[src/rtl/cacheline_adapter.sv]
// Cacheline adapter: serves one 256-bit line read or write from the cache DFP port
// as a 4-beat burst on the 64-bit bmem port, with a single-cycle dfp_resp.
module cacheline_adapter #(
    parameter int LINE_W = 256,
    parameter int BEAT_W = 64,
    parameter int ADDR_W = 32
) (
    input  logic              clk,
    input  logic              rst,
    input  logic [ADDR_W-1:0] dfp_addr,
    input  logic              dfp_read,
    input  logic              dfp_write,
    input  logic [LINE_W-1:0] dfp_wdata,
    output logic [LINE_W-1:0] dfp_rdata,
    output logic              dfp_resp,
    output logic [ADDR_W-1:0] bmem_addr,
    output logic              bmem_read,
    output logic              bmem_write,
    output logic [BEAT_W-1:0] bmem_wdata,
    input  logic              bmem_ready,
    input  logic [ADDR_W-1:0] bmem_raddr,
    input  logic [BEAT_W-1:0] bmem_rdata,
    input  logic              bmem_rvalid
);

    localparam int BEATS = LINE_W / BEAT_W;
    localparam int KW    = $clog2(BEATS);
    localparam int OFF_W = $clog2(LINE_W / 8);
    localparam logic [ADDR_W-1:0] OFF_MASK = ADDR_W'((1 << OFF_W) - 1);
    localparam logic [KW-1:0]     K_LAST   = KW'(BEATS - 1);

    typedef enum logic [2:0] {IDLE, RD_REQ, RD_WAIT, WR_BURST, DONE, REST} state_t;

    state_t            state;
    logic [KW-1:0]     k;
    logic [LINE_W-1:0] wdata_buf;
    logic [LINE_W-1:0] line_buf;

    function automatic logic [ADDR_W-1:0] line_align(input logic [ADDR_W-1:0] a);
        return a & ~OFF_MASK;
    endfunction

    function automatic logic [BEAT_W-1:0] get_beat(input logic [LINE_W-1:0] line,
                                                    input logic [KW-1:0]     idx);
        return line[32'(idx) * BEAT_W +: BEAT_W];
    endfunction

    function automatic logic [LINE_W-1:0] put_beat(input logic [LINE_W-1:0] line,
                                                    input logic [KW-1:0]     idx,
                                                    input logic [BEAT_W-1:0] beat);
        logic [LINE_W-1:0] r;
        r = line;
        r[32'(idx) * BEAT_W +: BEAT_W] = beat;
        return r;
    endfunction

    // bmem_addr doubles as the latched line address for the whole transaction
    always_ff @(posedge clk) begin
        if (rst) begin
            state      <= IDLE;
            k          <= '0;
            dfp_resp   <= 1'b0;
            bmem_read  <= 1'b0;
            bmem_write <= 1'b0;
            bmem_addr  <= '0;
            bmem_wdata <= '0;
            dfp_rdata  <= '0;
        end else begin
            case (state)
                IDLE: begin
                    k <= '0;
                    if (dfp_write) begin
                        bmem_addr  <= line_align(dfp_addr);
                        wdata_buf  <= dfp_wdata;
                        bmem_wdata <= get_beat(dfp_wdata, '0);
                        bmem_write <= 1'b1;
                        state      <= WR_BURST;
                    end else if (dfp_read) begin
                        bmem_addr <= line_align(dfp_addr);
                        bmem_read <= 1'b1;
                        state     <= RD_REQ;
                    end
                end
                RD_REQ: begin
                    if (bmem_ready) begin
                        bmem_read <= 1'b0;
                        state     <= RD_WAIT;
                    end
                end
                RD_WAIT: begin
                    // beats tagged with another line address belong to someone else
                    if (bmem_rvalid && (bmem_raddr == bmem_addr)) begin
                        line_buf <= put_beat(line_buf, k, bmem_rdata);
                        k        <= k + KW'(1);
                        if (k == K_LAST) begin
                            dfp_rdata <= put_beat(line_buf, k, bmem_rdata);
                            dfp_resp  <= 1'b1;
                            state     <= DONE;
                        end
                    end
                end
                WR_BURST: begin
                    if (bmem_ready) begin
                        k <= k + KW'(1);
                        if (k == K_LAST) begin
                            bmem_write <= 1'b0;
                            dfp_resp   <= 1'b1;
                            state      <= DONE;
                        end else begin
                            bmem_wdata <= get_beat(wdata_buf, k + KW'(1));
                        end
                    end
                end
                DONE: begin
                    dfp_resp <= 1'b0;
                    k        <= '0;
                    state    <= REST;
                end
                REST: begin
                    // requester still sees its request high for a cycle after resp
                    state <= IDLE;
                end
                default: state <= IDLE;
            endcase
        end
    end

endmodule

[config.mk]
export PLATFORM = sky130hd
export DESIGN_NAME = cacheline_adapter
export DESIGN_NICKNAME = d
export VERILOG_FILES = /design/src/rtl/cacheline_adapter.sv
export SDC_FILE = /design/constraint.sdc
export NUM_CORES = 1
export LEC_CHECK = 0
export CAP_MARGIN = 10
export CORE_AREA = 2 2 289 291
export CTS_BUF_LIST = sky130_fd_sc_hd__clkbuf_2
export DETAILED_ROUTE_END_ITERATION = 10
export DIE_AREA = 0 0 291 293
export GPL_TIMING_DRIVEN = 0
export HOLD_SLACK_MARGIN = 0.12
export PLACE_DENSITY = 0.7
export SETUP_SLACK_MARGIN = 0.3
export SLEW_MARGIN = 20
export SYNTH_ARGS = -nofsm -noshare
export SYNTH_HDL_FRONTEND = slang
export SYNTH_SLANG_ARGS = --single-unit
[constraint.sdc]
create_clock -name clk -period 100 [get_ports clk]
set_clock_uncertainty 0.15 [all_clocks]
set_input_delay 20 -clock clk [delete_from_list [all_inputs] [get_ports clk]]
set_output_delay 20 -clock clk [all_outputs]
set_load 0.1 [all_outputs]
==> results of run 1 <==
-- metrics by stage --
stage	utilization (%)	cell area [sq um]	cells
floorplan	-	34000	2766
global placement	52.1	42600	4569
detailed placement	52.7	43100	4658
CTS	55.3	45200	5062
global route	55.3	45300	5076
finish	55.3	45300	5078
-- sequential cells by signal (all words and copies together), names as in the netlist --
signal,count
bmem_addr,27
bmem_read,1
bmem_wdata,64
bmem_write,1
dfp_rdata,256
dfp_resp,1
k,2
line_buf,256
state,3
wdata_buf,256
-- layout make-up --
type                       count  area, sq um  share of cell area, %
sequential                   867        22500                   49.7
timing repair buffer         822         7800                   17.2
tap                         1070         1340                   2.96
clock buffer                 347         1740                   3.84
buffer                       173          872                   1.93
clock inverter                57          350                  0.774
antenna                       16         40.0                 0.0885
inverter                     261          980                   2.16
multi-input combinational   1465         9670                   21.4
-- path summary, 6_finish.rpt --
check	endpoint	depth (start not counted)	slack, ns	startpoint
min	dfp_resp	2	0.34	dfp_resp
max	line_buf[232]	15	76.38	bmem_raddr[19]
min reg2reg	dfp_resp	2	0.34	dfp_resp
max reg2reg	line_buf[232]	14	95.01	bmem_addr[9]
-- metal layers --
| metal | GRT usage (%) | routed length [um] | up-vias |
|---|---|---|---|
| met5 | 0 | 50 | - |
| met4 | 10.3 | 3550 | 8 |
| met3 | 8.59 | 9370 | 186 |
| met2 | 43.9 | 55100 | 961 |
| met1 | 30.2 | 43800 | 12004 |
| li1 | - | - | 11805 |
-- report_power, final --
group          switching [mW]  total [mW]  internal, mW
sequential             0.0148       0.432         0.418
combinational           0.235       0.337         0.102
clock                   0.149       0.247        0.0974
total                   0.399        1.02         0.617
-- worst reg2reg max path: stages (launching register included) --
cell                      delay, ns
sky130_fd_sc_hd__dfxtp_1       0.57
sky130_fd_sc_hd__xor2_1        0.12
sky130_fd_sc_hd__nor3_1        0.70
sky130_fd_sc_hd__nand4_1       0.46
sky130_fd_sc_hd__nor4_2        0.53
sky130_fd_sc_hd__buf_2         0.29
sky130_fd_sc_hd__buf_2         0.24
sky130_fd_sc_hd__buf_2         0.25
sky130_fd_sc_hd__buf_4         0.19
sky130_fd_sc_hd__buf_2         0.19
sky130_fd_sc_hd__buf_4         0.19
sky130_fd_sc_hd__buf_2         0.23
sky130_fd_sc_hd__buf_4         0.20
sky130_fd_sc_hd__buf_4         0.17
sky130_fd_sc_hd__buf_2         0.22
-- placed cells by master, fill, tap and decap left out, types with 5 or more instances in the layout --
| cell type | n |
|---|---|
| sky130_fd_sc_hd__conb_1 | 5 |
| sky130_fd_sc_hd__buf_1 | 9 |
| sky130_fd_sc_hd__dfxtp_1 | 355 |
| sky130_fd_sc_hd__ha_1 | 6 |
| sky130_fd_sc_hd__a21oi_1 | 31 |
| sky130_fd_sc_hd__mux2i_1 | 321 |
| sky130_fd_sc_hd__clkbuf_2 | 351 |
| sky130_fd_sc_hd__nor2_1 | 327 |
| sky130_fd_sc_hd__buf_2 | 78 |
| sky130_fd_sc_hd__inv_1 | 260 |
| sky130_fd_sc_hd__a211oi_1 | 63 |
| sky130_fd_sc_hd__clkinv_1 | 36 |
| sky130_fd_sc_hd__o21ai_0 | 260 |
| sky130_fd_sc_hd__clkbuf_1 | 122 |
| sky130_fd_sc_hd__diode_2 | 16 |
| sky130_fd_sc_hd__clkinv_2 | 6 |
| sky130_fd_sc_hd__buf_6 | 24 |
| sky130_fd_sc_hd__nand2_1 | 317 |
| sky130_fd_sc_hd__inv_6 | 7 |
| sky130_fd_sc_hd__xor2_1 | 27 |
| sky130_fd_sc_hd__clkdlybuf4s50_1 | 722 |
| sky130_fd_sc_hd__edfxtp_1 | 512 |
| sky130_fd_sc_hd__nor4_1 | 6 |
| sky130_fd_sc_hd__buf_4 | 36 |
| sky130_fd_sc_hd__mux4_2 | 64 |
-- logic make-up after synthesis --
family,Yosys count,share of synthesized area (%)
buf+inv,434,5.44
simple gates,675,7.74
xor+xnor,27,0.696
flops,867,66.2
compound gates,367,5.98
mux,385,13.7
other cells,1,0.0110
fa+ha+maj,6,0.221
==> summary.txt, run 1 <==
========================================================================================
Root Buffer Master ........................................................ sky130_fd_sc_hd__clkbuf_2
Most common cell in the netlist ........................................... sky130_fd_sc_hd__edfxtp_1
CP Data Required Time .....................................................    100.86 ns
Final wirelength ..........................................................   112,000 um
Average wire length per cell after detail routing .........................      22.0 um
Maximum fanout count along the critical path ..............................            8
Total half-perimeter wirelength after legalization and detailed placement .    85,100 um
Sink Count ................................................................          867
Number of buffers inserted during clock tree synthesis ....................          215
Power density over the cells .............................................. 22.4 nW/um^2
Hold/Removal Path Class ................................................... flop to flop
Synthesis Warnings ........................................................            0
Global placement routability congestion ...................................        0.869
H-Tree Depth ..............................................................            4
Wire length of the first global-routing pass ..............................   163,000 um
Mapped cell area .......................................................... 34,000 sq um
Relative max-transition margin ............................................        20.4%
Biggest area contributors in the synthesized netlist ...................... sky130_fd_sc_hd__edfxtp_1 (45%), sky130_fd_sc_hd__dfxtp_1 (21%), sky130_fd_sc_hd__mux2i_1 (9.5%), sky130_fd_sc_hd__mux4_2 (4.2%), sky130_fd_sc_hd__o21ai_0 (3.8%)
Clk Latency, worst-skew pair ..............................................      1.44 ns
RSZ-0062 raised after global routing ......................................           no
Grt total ovfl ............................................................            0
Gr usage total ............................................................        25.8%
Initial antenna violation count ...........................................           26
Share of flip-flops with an asynchronous set or reset .....................           0%
Number of different library cells in the post-synthesis netlist ...........           41
Number of global-route vias before repair .................................       25,535
Share of layout cells above drive strength 1 ..............................        14.6%
IO Count ..................................................................          745
Gate Count Post-Synth .....................................................        2,762
P&R area growth vs syn ....................................................        33.3%
Post-layout power .........................................................      1.02 mW
Clk slew on worst S/H paths ...............................................      0.11 ns
Core box area ............................................................. 81,800 sq um
Initial detailed-routing violation count ..................................        1,379
Startpoint Class ..........................................................   input port
Crit path arrival time ....................................................     24.48 ns
Drt drc ...................................................................            0
Die Footprint ............................................................. 85,300 sq um
Final critical-path setup slack ...........................................     76.38 ns
Top flip-flop cell by instance count after synthesis ...................... sky130_fd_sc_hd__edfxtp_1
Total setup buffers inserted after CTS ....................................            0
CP Class .................................................................. input port to flop
Largest net degree at the start of global routing .........................           20
Antenna-violating nets left ...............................................            0
TritonCTS clock tree ......................................................         done
Count of maximum capacitance violations ...................................            0
Hold Slack ................................................................     0.338 ns
Ordered cell list for the critical path ................................... clkdlybuf4s50_1, xor2_1, nor3_1, nand4_1, nor4_2, buf_2, buf_2, buf_2, buf_4, buf_2, buf_4, buf_2, buf_4, buf_4, buf_2
Cell with the most instances on the worst path ............................ sky130_fd_sc_hd__buf_2
Number of nets in the final layout ........................................        4,201
Cell accounting for the most synthesized area ............................. sky130_fd_sc_hd__edfxtp_1
Critical Path Slowest Stage Cell .......................................... sky130_fd_sc_hd__nor3_1
Shortest period the worst path allows .....................................     23.62 ns
Largest vdd supply drop ...................................................  0.0000233 V
Maximum cell stage delay along the critical path ..........................      0.70 ns
Number of enable-type register cells in the synthesized netlist ...........          512
Final cycle utilization of the critical path ..............................        23.6%
Post-synth top area share .................................................        45.3%
Via count normalized by instance count ....................................         4.92
Yosys reg bits ............................................................          867
Count of endpoints failing setup in the final report ......................            0
Floorplan row count .......................................................          105
Pre-Repair DR Iteration Count .............................................            5
Buffer levels on the longest clock path ...................................            3
Floorplan die height ......................................................       293 um
Endpoint class of the critical path .......................................         flop
Max-slew violation total from the final report ............................            0
WP buf/inv ................................................................           11
Leak Pwr ..................................................................      17.0 nW
Post-CTS resize count .....................................................            0
Total of hold buffers inserted after clock tree synthesis .................            0
Die outline width .........................................................       291 um
Top achievable clock speed ................................................     42.3 MHz
Detailed-route via count ..................................................       24,964
Number of failing hold endpoints at the final stage .......................            0
Setup TNS .................................................................         0 ns
Top cell family by delay on the critical path ............................. buffers and inverters
Synthesized area divided by synthesized cell count ........................   12.3 sq um
Initial cell density of the core ..........................................        41.5%
Number of input and output port buffers inserted ..........................          733
Actual transition at the worst max-transition pin .........................      1.19 ns
Worst Setup Slack post-DPL ................................................     75.20 ns
Status .................................................................... complete, no violations
Filler cell count in the final layout .....................................        7,079
Leading cell types by count after synthesis ............................... sky130_fd_sc_hd__edfxtp_1 (512), sky130_fd_sc_hd__dfxtp_1 (355), sky130_fd_sc_hd__nor2_1 (327)
Part of the Yosys area used for sequential elements .......................        66.2%
========================================================================================
(Power assumes the default switching activity.)
==> inputs of run 2 (changes only) <==
- CORE_AREA: 2 2 289 291 -> 2 2 291 293
- DIE_AREA: 0 0 291 293 -> 0 0 293 295
- clock period: 100 -> 22.7 ns (I/O delays scaled with it)
==> summary.txt, run 2 (synthesis results as in run 1) <==
========================================================================================
Status .................................................................... complete, no violations
Hold path depth ...........................................................            2
Number of global-route vias before repair .................................       24,954
Count of endpoints failing setup in the final report ......................            0
Total of hold buffers inserted after clock tree synthesis .................            0
TritonCTS clock tree ......................................................         done
Startpoint of the tightest hold check path ................................     dfp_resp
Die Footprint ............................................................. 86,400 sq um
Clk slew on worst S/H paths ...............................................      0.12 ns
Number of input and output port buffers inserted ..........................          733
Setup TNS .................................................................         0 ns
Endpoint, Worst Hold ......................................................     dfp_resp
Shortest period the worst path allows .....................................      7.89 ns
Most frequent standard cell in the layout excluding fill and tap cells .... sky130_fd_sc_hd__clkdlybuf4s50_1
Die outline width .........................................................       293 um
Top achievable clock speed ................................................      127 MHz
Setup slack of the worst register-to-register path ........................     18.31 ns
Total setup buffers inserted after CTS ....................................            0
Final critical-path setup slack ...........................................     14.81 ns
Largest vdd supply drop ...................................................  0.0000923 V
Grt total ovfl ............................................................            0
Share of layout cells above drive strength 1 ..............................        13.5%
Final cycle utilization of the critical path ..............................        34.7%
Pre-Repair DR Iteration Count .............................................            5
Actual transition at the worst max-transition pin .........................      1.19 ns
H-Tree Depth ..............................................................            4
Number of buffers inserted during clock tree synthesis ....................          213
Final non-filler cell total ...............................................        5,047
Drt drc ...................................................................            0
Count of maximum capacitance violations ...................................            0
Sink Count ................................................................          867
Total half-perimeter wirelength after legalization and detailed placement .    85,800 um
Largest net degree at the start of global routing .........................           18
Relative max-transition margin ............................................        20.3%
Number of nets in the final layout ........................................        4,161
IO Count ..................................................................          745
Hold/Removal Path Class ................................................... flop to flop
Root Buffer Master ........................................................ sky130_fd_sc_hd__clkbuf_2
Reg-to-Reg End ............................................................ dfp_rdata[185]
Placed Cells ..............................................................        4,630
Global placement routability congestion ...................................        0.891
Worst Setup Slack post-DPL ................................................     14.14 ns
Average wire length per cell after detail routing .........................      22.4 um
Antenna-violating nets left ...............................................            0
Floorplan die height ......................................................       295 um
CP Data Required Time .....................................................     18.01 ns
Top cell family by delay on the critical path ............................. buffers and inverters
Clk Latency, worst-skew pair ..............................................      1.46 ns
Hold Slack ................................................................     0.334 ns
Wire length of the first global-routing pass ..............................   162,000 um
Maximum cell stage delay along the critical path ..........................      1.20 ns
Registers with the highest flip-flop counts ............................... dfp_rdata (256), line_buf (256), wdata_buf (256)
Via count normalized by instance count ....................................         4.95
Leak Pwr ..................................................................      16.8 nW
Max-slew violation total from the final report ............................            0
Endpoint class of the critical path ....................................... primary output
Gr usage total ............................................................        25.8%
Critical Path Slowest Stage Cell .......................................... sky130_fd_sc_hd__clkdlybuf4s50_1
Final wirelength ..........................................................   113,000 um
Post-CTS resize count .....................................................            0
RSZ-0062 raised after global routing ......................................           no
Ordered cell list for the critical path ................................... clkdlybuf4s50_1
Most frequent cells in the layout ......................................... sky130_fd_sc_hd__clkdlybuf4s50_1 (721), sky130_fd_sc_hd__edfxtp_1 (512), sky130_fd_sc_hd__dfxtp_1 (355)
Crit path arrival time ....................................................      3.20 ns
Buffer levels on the longest clock path ...................................            3
Maximum fanout count along the critical path ..............................            3
CP Class .................................................................. flop to primary output
Floorplan row count .......................................................          106
Core box area ............................................................. 83,200 sq um
Power density over the cells .............................................. 99.8 nW/um^2
Initial detailed-routing violation count ..................................        1,630
Detailed-route via count ..................................................       24,964
Number of failing hold endpoints at the final stage .......................            0
Initial antenna violation count ...........................................           26
Startpoint Class ..........................................................         flop
Register-to-Register Path Depth ...........................................           11
Initial cell density of the core ..........................................        40.8%
P&R area growth vs syn ....................................................        33.5%
WP buf/inv ................................................................            1
Reg-to-reg startpoint .....................................................         k[0]
========================================================================================
==> run 2: cell count changes in the layout (fill, tap and decap cells not counted), moves of 6 or more <==
cell / previous run / this run
sky130_fd_sc_hd__clkbuf_2: 351 / 339
sky130_fd_sc_hd__buf_4: 36 / 30
sky130_fd_sc_hd__buf_8: 0 / 7
sky130_fd_sc_hd__buf_6: 24 / 45
sky130_fd_sc_hd__clkinv_1: 36 / 43
sky130_fd_sc_hd__buf_2: 78 / 19
==> run 2: metal layers <==
metal / GRT usage [%] / vias up / wire length [um]
met2: 43.2 / 1104 / 54700
met5: 0 / - / 133
met1: 30.4 / 11883 / 43600
met3: 8.85 / 226 / 10600
met4: 10.3 / 20 / 3850
li1: - / 11731 / -
==> run 2: worst max-delay path by stage <==
stage / slack, ns / cells past startpoint / from / to
after floorplan: 2.44 / 4 / bmem_raddr[3] / line_buf[0]
after global placement: -6.18 / 5 / bmem_raddr[26] / line_buf[24]
after detailed placement: 14.14 / 11 / bmem_raddr[2] / line_buf[24]
after CTS: 14.52 / 1 / bmem_addr[16] / bmem_addr[16]
after global routing: 14.58 / 1 / bmem_addr[13] / bmem_addr[13]
final: 14.81 / 1 / bmem_addr[8] / bmem_addr[8]
==> run 2: where the power goes <==
| part | leakage (nW) | switching (mW) | internal, mW |
|---|---|---|---|
| sequential | 7.54 | 0.0660 | 1.84 |
| clock | 1.61 | 0.654 | 0.470 |
| combinational | 7.64 | 1.05 | 0.448 |
==> run 2: through the flow <==
stage / power [mW] / utilization (%) / instance area (sq um)
after floorplan: 2.96 / - / 34000
after global placement: 3.46 / 51.3 / 42700
after detailed placement: 3.44 / 51.9 / 43200
after CTS: 4.57 / 54.5 / 45300
after global routing: 4.74 / 54.5 / 45300
final: 4.53 / 54.5 / 45300
==> run 2: layout make-up <==
type | count | area, sq um
fill | 7155 | 37800
timing repair buffer | 784 | 7790
clock inverter | 64 | 457
tap | 1080 | 1350
buffer | 173 | 868
clock buffer | 338 | 1690
multi-input combinational | 1465 | 9690
inverter | 261 | 980
antenna | 15 | 37.5
sequential | 867 | 22500
